**src/rtl/reset_sequencer.sv**
```systemverilog
// reset_sequencer: releases NUM_STAGES active-low domain resets in order, gated on a filtered PLL lock.
// Optional RUN-state watchdog is compiled in when RESET_SEQ_WATCHDOG_EN is defined.
module reset_sequencer #(
    parameter int unsigned NUM_STAGES  = 3,
    parameter int unsigned CNT_W       = 24,
    parameter int unsigned STAGE_DLY   = 24'hFFFFFF,
    parameter int unsigned LOCK_FILTER = 16,
    parameter int unsigned SW_HOLD     = 256,
    parameter int unsigned WDT_CYCLES  = 24'hFFFFFF
) (
    input  logic                  iCLK,
    input  logic                  iRST,
    input  logic                  iPLL_LOCKED,
    input  logic                  iSW_RST_REQ,
    input  logic                  iWDT_KICK,
    output logic [NUM_STAGES-1:0] oRESET,
    output logic                  oREADY,
    output logic [1:0]            oSTATE,
    output logic                  oWDT_FIRED
);

    localparam int unsigned IDX_W = $clog2(NUM_STAGES + 1);
    localparam logic [NUM_STAGES-1:0] FIRST_BIT = NUM_STAGES'(1);

    typedef enum logic [1:0] {
        WAIT_LOCK = 2'd0,
        STAGE     = 2'd1,
        RUN       = 2'd2,
        HOLD      = 2'd3
    } state_t;

    state_t                state_q, state_d;
    logic [CNT_W-1:0]      cnt_q, cnt_d;
    logic [IDX_W-1:0]      idx_q, idx_d;
    logic [NUM_STAGES-1:0] rst_q, rst_d;
    logic                  rdy_q, rdy_d;

`ifdef RESET_SEQ_WATCHDOG_EN
    logic                  wdt_q, wdt_d;
`endif

    always_ff @(posedge iCLK or negedge iRST) begin
        if (!iRST) begin
            state_q <= WAIT_LOCK;
            cnt_q   <= '0;
            idx_q   <= '0;
            rst_q   <= '0;
            rdy_q   <= 1'b0;
        end else begin
            state_q <= state_d;
            cnt_q   <= cnt_d;
            idx_q   <= idx_d;
            rst_q   <= rst_d;
            rdy_q   <= rdy_d;
        end
    end

`ifdef RESET_SEQ_WATCHDOG_EN
    always_ff @(posedge iCLK or negedge iRST) begin
        if (!iRST) wdt_q <= 1'b0;
        else       wdt_q <= wdt_d;
    end
`endif

    always_comb begin
        state_d = state_q;
        cnt_d   = cnt_q;
        idx_d   = idx_q;
        rst_d   = rst_q;
        rdy_d   = rdy_q;
`ifdef RESET_SEQ_WATCHDOG_EN
        wdt_d   = wdt_q;
`endif
        unique case (state_q)
            WAIT_LOCK: begin
                if (!iPLL_LOCKED) begin
                    cnt_d = '0;
                end else if (cnt_q == CNT_W'(LOCK_FILTER - 1)) begin
                    state_d = STAGE;
                    cnt_d   = '0;
                    idx_d   = '0;
                end else begin
                    cnt_d = cnt_q + CNT_W'(1);
                end
            end
            STAGE: begin
                if (!iPLL_LOCKED) begin
                    state_d = WAIT_LOCK;
                    cnt_d   = '0;
                    idx_d   = '0;
                    rst_d   = '0;
                    rdy_d   = 1'b0;
                end else if (cnt_q == CNT_W'(STAGE_DLY - 1)) begin
                    // Shift keeps the released pattern thermometer-coded from bit 0.
                    rst_d = (rst_q << 1) | FIRST_BIT;
                    cnt_d = '0;
                    idx_d = idx_q + IDX_W'(1);
                    if (idx_q == IDX_W'(NUM_STAGES - 1)) begin
                        state_d = RUN;
                        rdy_d   = 1'b1;
                    end
                end else begin
                    cnt_d = cnt_q + CNT_W'(1);
                end
            end
            RUN: begin
                if (!iPLL_LOCKED) begin
                    state_d = WAIT_LOCK;
                    cnt_d   = '0;
                    idx_d   = '0;
                    rst_d   = '0;
                    rdy_d   = 1'b0;
                end else if (iSW_RST_REQ) begin
                    state_d = HOLD;
                    cnt_d   = '0;
                    rst_d   = '0;
                    rdy_d   = 1'b0;
                end
`ifdef RESET_SEQ_WATCHDOG_EN
                else if (iWDT_KICK) begin
                    cnt_d = '0;
                end else if (cnt_q == CNT_W'(WDT_CYCLES - 1)) begin
                    state_d = HOLD;
                    cnt_d   = '0;
                    rst_d   = '0;
                    rdy_d   = 1'b0;
                    wdt_d   = 1'b1;
                end else begin
                    cnt_d = cnt_q + CNT_W'(1);
                end
`endif
            end
            HOLD: begin
                if (cnt_q == CNT_W'(SW_HOLD - 1)) begin
                    state_d = WAIT_LOCK;
                    cnt_d   = '0;
                    idx_d   = '0;
                end else begin
                    cnt_d = cnt_q + CNT_W'(1);
                end
            end
        endcase
    end

    assign oRESET = rst_q;
    assign oREADY = rdy_q;
    assign oSTATE = state_q;

`ifdef RESET_SEQ_WATCHDOG_EN
    assign oWDT_FIRED = wdt_q;
`else
    logic unused_wdt;
    assign unused_wdt = iWDT_KICK ^ WDT_CYCLES[0];
    assign oWDT_FIRED = 1'b0;
`endif

endmodule
```
**config.mk**
```make
export PLATFORM = sky130hd
export DESIGN_NAME = reset_sequencer
export DESIGN_NICKNAME = d
export VERILOG_FILES = /design/src/rtl/reset_sequencer.sv
export SDC_FILE = /design/constraint.sdc
export NUM_CORES = 1
export LEC_CHECK = 0
export ABC_AREA = 1
export CORE_MARGIN = 2
export CORE_UTILIZATION = 27
export DETAILED_ROUTE_END_ITERATION = 8
export SETUP_SLACK_MARGIN = 0.2
export SLEW_MARGIN = 20
export SYNTH_ARGS = -nofsm -noshare
export SYNTH_HDL_FRONTEND = slang
export SYNTH_SLANG_ARGS = --single-unit
```
**constraint.sdc**
```tcl
create_clock -name iCLK -period 2.1 [get_ports iCLK]
set_input_delay 0.525 -clock iCLK [delete_from_list [all_inputs] [get_ports iCLK]]
set_output_delay 0.525 -clock iCLK [all_outputs]
set_load 0.005 [all_outputs]
```
### Word level (Yosys, flattened, before mapping)

Cells that the tools add are included.

| storage, ports and cells | value |
|---|---|
| register bits | 32 |
| bits of input ports | 5 |
| output and inout port bits | 7 |

| operators by class | value |
|---|---|
| $add $sub $neg | 2 |
| equality and inequality tests | 14 |
| multiplexer cells | 34 |
| reductions and logical operators | 6 |

Operators by type and width:

| kind | number |
|---|---|
| $mux W24 | 7 |
| $pmux W24 S4 | 1 |
| $mux W2 | 13 |
| $add A24 B1 Y24 const B | 1 |
| $eq A24 B24 Y1 const B | 1 |
| $eq A24 B4 Y1 const B | 1 |
| $eq A24 B8 Y1 const B | 1 |
| $pmux W2 S4 | 2 |
| $mux W3 | 4 |
| $ne A3 B3 Y1 const B | 3 |
| $ne A2 B2 Y1 const B | 4 |
| $eq A2 B2 Y1 const B | 3 |
| $pmux W3 S2 | 1 |
| $reduce_and A6 Y1 | 1 |
| $mux W1 | 5 |
| $reduce_and A5 Y1 | 1 |
| $reduce_and A4 Y1 | 1 |
| $reduce_and A3 Y1 | 1 |
| $add A2 B1 Y2 const B | 1 |
| $eq A2 B1 Y1 const B | 1 |
| $logic_not A2 Y1 | 1 |
| $pmux W1 S2 | 1 |
| $reduce_bool A2 Y1 | 1 |

### Logic depth before layout (Yosys ltp)

| depth | value |
|---|---|
| depth after elaboration | 5 |
| depth in mapped cells | 12 |

### Least setup slack after synthesis

OpenSTA, ideal clock, no wires.

| timing | value |
|---|---|
| kind | register to register |
| start | register cnt_q[0] |
| end | register cnt_q[5] |
| arrival time | 1444 ps |
| slack | 535 ps |
| cell stages (with the launch flop) | 13 |
| path buffers | 1 |
| clock period less this slack | 1565 ps |
| cells stage by stage | dfrtp_1 > inv_1 > ha_1 > inv_1 > nor2_1 > nand2_1 > nor2_1 > nand2_1 > nand2_2 > nand3_4 > nor2_4 > buf_6 > nor2_1 |

| between the ends | value |
|---|---|
| word-level cells in the longest chain between the ends | 4 |

Ends and longest elaborated chain:

| element | RTL line | RTL |
|---|---|---|
| from (decl) | 33 | `logic [CNT_W-1:0] cnt_q, cnt_d;` |
| from (signal assigned) | 51 | `cnt_q <= cnt_d;` |
| $add A24 B1 Y24, or another cell as far along | 83, 103, 139 |  |
| $mux W24, on equally long branches | 93, 78 |  |
| $mux W24, on equally long branches | 87, 76 |  |
| $pmux W24 S4 * | 74 | `unique case (state_q)` |

Mark *: on every way between the ends. The rest lies on a longest branch, timed or not.
A chain may end at the register's enable or synchronous reset.

### Worst setup path in the final report

| timing | value |
|---|---|
| start | register state_q[1] (netlist: oSTATE[1]) |
| end | output port oSTATE[1] |

RTL lines:

| element | RTL line | RTL |
|---|---|---|
| from (decl) | 32 | `state_t state_q, state_d;` |
| from (signal assigned) | 50 | `state_q <= state_d;` |
| to (decl) | 18 | `output logic [1:0] oSTATE,` |

No word-level cell between the ends.

==> impl_results.md <==
* Status: finished clean
* Mapped Cells at around 270
* Routed vias/inst at 4.25
* P&R area growth vs syn at 18.7%
* First-pass DRT Iterations at 4
* Power per standard cell area at 898 nW/um^2
* First-pass GRT wire length at between 6000 and 7000 microns
* Vias in the first global route at 1591
* CP Launch Type: flip-flop
* Avg Cell Area, Syn at 7.21 sq um
* Post-synthesis sequential area ratio at 40.6%
* # diodes at 0
* Crit path cell chain: clkdlybuf4s50_1
* Die H at 89.5 microns
* Core area at 7180 sq um
* Overall die area at 8010 sq um
* Grt ovf at 0
* GRT Overall Usage at between 10% and 20%
* Endpoint class of the critical path: output pin
* Starting density of the core at 27.5%
* MaxCap Viol Count at 0
* Synthesized flop and latch total at 32
* CTS Sinks at 32
* Slowest-stage cell, CP: clkdlybuf4s50_1
* Later-pin clock latency in the skew report at between 0.2 and 0.3 ns
* Final period util at around 84%
* Final slew viol count at 0
* Clk root buf: clkbuf_8
* Routability cong. at 0.824
* Final wirelength at a little under 4000 microns
* Peak supply drop at between 0.5 and 0.6 mV
* Clk buf depth at 2
* Largest net degree at the start of global routing at 33
* Max Fclk at 0.568 GHz
* Rows at 31
* Max incr delay on CP at 0.54 ns
* Area after DPL at 2230 sq um
* Final hold vios at 0
* CP Class: flip-flop to output pin
* I/O pins at 12
* Initial antenna violation count at 0
* Mapped Area at 1970 sq um
* Worst-path fanout max at 5
* Final instance area at 2340 sq um
* Port buffer count at 9
* Drt wl/cell at 9.80 microns
* Delay-heaviest family, CP: buffers and inverters
* Setup violations, final at 0
* CTS tree: done
* Final worst slack at 0.338 ns
* Pwr Total at 2100 uW
* Fillcell total at between 700 and 800
* Hold path depth at 2
* Post-route ant nets at 0
* Final Skew at 0.00542 ns
* CP required at between 1.5 and 2 ns
* Pre-CTS setup slack at -0.0952 ns
* Final #Nets at roughly 310
* Die X at slightly below 90 microns
* RSZ-0062 raised after global routing: true
* Mapped Nets at 282
* FF-to-FF path depth at 9
* Routed vias at 1686
* CP arrival at 1.24 ns
* Worst Path Buf+Inv at 1
* Final HPWL DP at 2980 microns
* H-tree depth at 2
* P_leak at roughly 0.0011 uW
* CTS clk-pin slew, worst paths at 0.07 ns
* Hold Path Class: flip-flop to flip-flop
* Clock period minus final worst setup slack at 1.76 ns
* CP Depth at 1
* Ys Warns at 0
* Netlist cell types at 24
* # hold bufs at CTS at 0
* Number of buffers created by CTS at 5
* Starting DRT DRC Count at 66
* DRC Markers at 0
* Share of cells above drive strength 1 at 13.1%
==> area by class of cell <==
class	instances	area [sq um]	share of cell area [%]
flip-flops and latches	32	801	34.2
well taps	99	124	5.29
inverters	36	135	5.77
repair buffers	20	173	7.37
clock inverters	2	10.0	0.427
multi-input cells	202	1020	43.5
clock buffers	6	82.6	3.52
==> synthesized netlist by cell type <==
library cell | number | share of area, %
o21ai_0 | 7 | 1.8
nand2_2 | 4 | 1.3
xnor2_1 | 5 | 2.2
ha_1 | 3 | 1.9
nand2_1 | 70 | 13
xor2_1 | 12 | 5.3
o21bai_1 | 3 | 1.1
dfrtp_1 | 32 | 41
o22ai_1 | 1 | 0.32
nor3_2 | 1 | 0.51
nand3b_1 | 2 | 0.76
nor4_1 | 1 | 0.32
inv_2 | 1 | 0.19
nor2_2 | 7 | 2.2
nand4_1 | 5 | 1.6
nand3_4 | 1 | 0.89
nor2_1 | 58 | 11
buf_6 | 2 | 1.1
buf_4 | 2 | 0.76
nor3_1 | 3 | 0.76
inv_1 | 35 | 6.7
nand3_1 | 16 | 4.1
nor2_4 | 2 | 1.1
conb_1 | 1 | 0.19
==> repair_timing <==
action	CTS	global route
endpoints found under the hold margin	0	0
resized for setup	1	4
endpoints found under the setup margin	1	10
pin swaps	0	1
setup buffers	0	0
==> metrics by stage <==
step                cells  hold slack (ns)  TNS (ns)  util, %
floorplan             274            0.229         0        -
global placement      389            0.472    -0.292     31.1
detailed placement    389            0.479    -0.606     31.1
CTS                   397            0.496         0     32.4
global route          397            0.531         0     32.7
finish                397            0.488         0     32.7
==> flip-flops by register name, summed over array words and instances, names as in the netlist <==
name,flops
cnt_q,24
oRESET,3
idx_q,2
oSTATE,2
oREADY,1
==> power breakdown <==
part / total, uW / internal [uW] / switching (uW) / leakage [uW]
registers: 777 / 709 / 68.8 / 0.000438
logic: 838 / 352 / 486 / 0.000638
clock network: 489 / 261 / 228 / 0.0000510
==> kinds of logic after synthesis <==
family          after synthesis  share of synthesized area [%]
xor+xnor                     17                           7.54
other cells                   1                          0.190
flops                        32                           40.6
buf+inv                      40                           8.74
fa+ha+maj                     3                           1.90
simple gates                170                           37.8
compound gates               11                           3.23
==> path summary, 6_finish.rpt <==
kind                       startpoint   endpoint  slack [ns]
min in group asynchronous        iRST  cnt_q[17]        0.64
hold / removal                 oREADY     oREADY        0.49
max in group asynchronous        iRST   cnt_q[2]        1.17
hold reg to reg                oREADY     oREADY        0.49
setup reg to reg             cnt_q[1]  cnt_q[10]        0.36
setup / recovery            oSTATE[1]  oSTATE[1]        0.34
==> layout by cell type (no fill, tap or decap) <==
cell	count
nand2_1	68
inv_1	35
o21bai_1	3
clkbuf_8	6
nand3_2	1
nand3_1	15
dfrtp_1	32
o21ai_0	7
clkdlybuf4s50_1	9
nor2_4	3
nor3_2	1
ha_1	3
nand2_2	6
conb_1	1
nor4_1	1
nand3_4	1
clkinv_2	2
nor3_1	3
nor2_1	57
buf_4	11
nor2_2	7
inv_2	1
xnor2_1	5
xor2_1	12
o22ai_1	1
nand3b_1	2
nand4_1	5
==> worst min-delay path, stage by stage (launching register included) <==
cell,delay (ns)
dfrtp_1,0.35
nand2_1,0.05
o21ai_0,0.06
==> layer usage <==
layer	part of all wire (%)	wire length [microns]	vias to the layer above	global-route usage (%)
li1	-	-	883	-
met1	50	1940	780	15.4
met2	46	1800	18	17.1
met3	2.8	109	5	3.05
met4	1.1	42	0	2.85
met5	0	0	-	0
No activity file was read; power rests on OpenSTA's default activity.
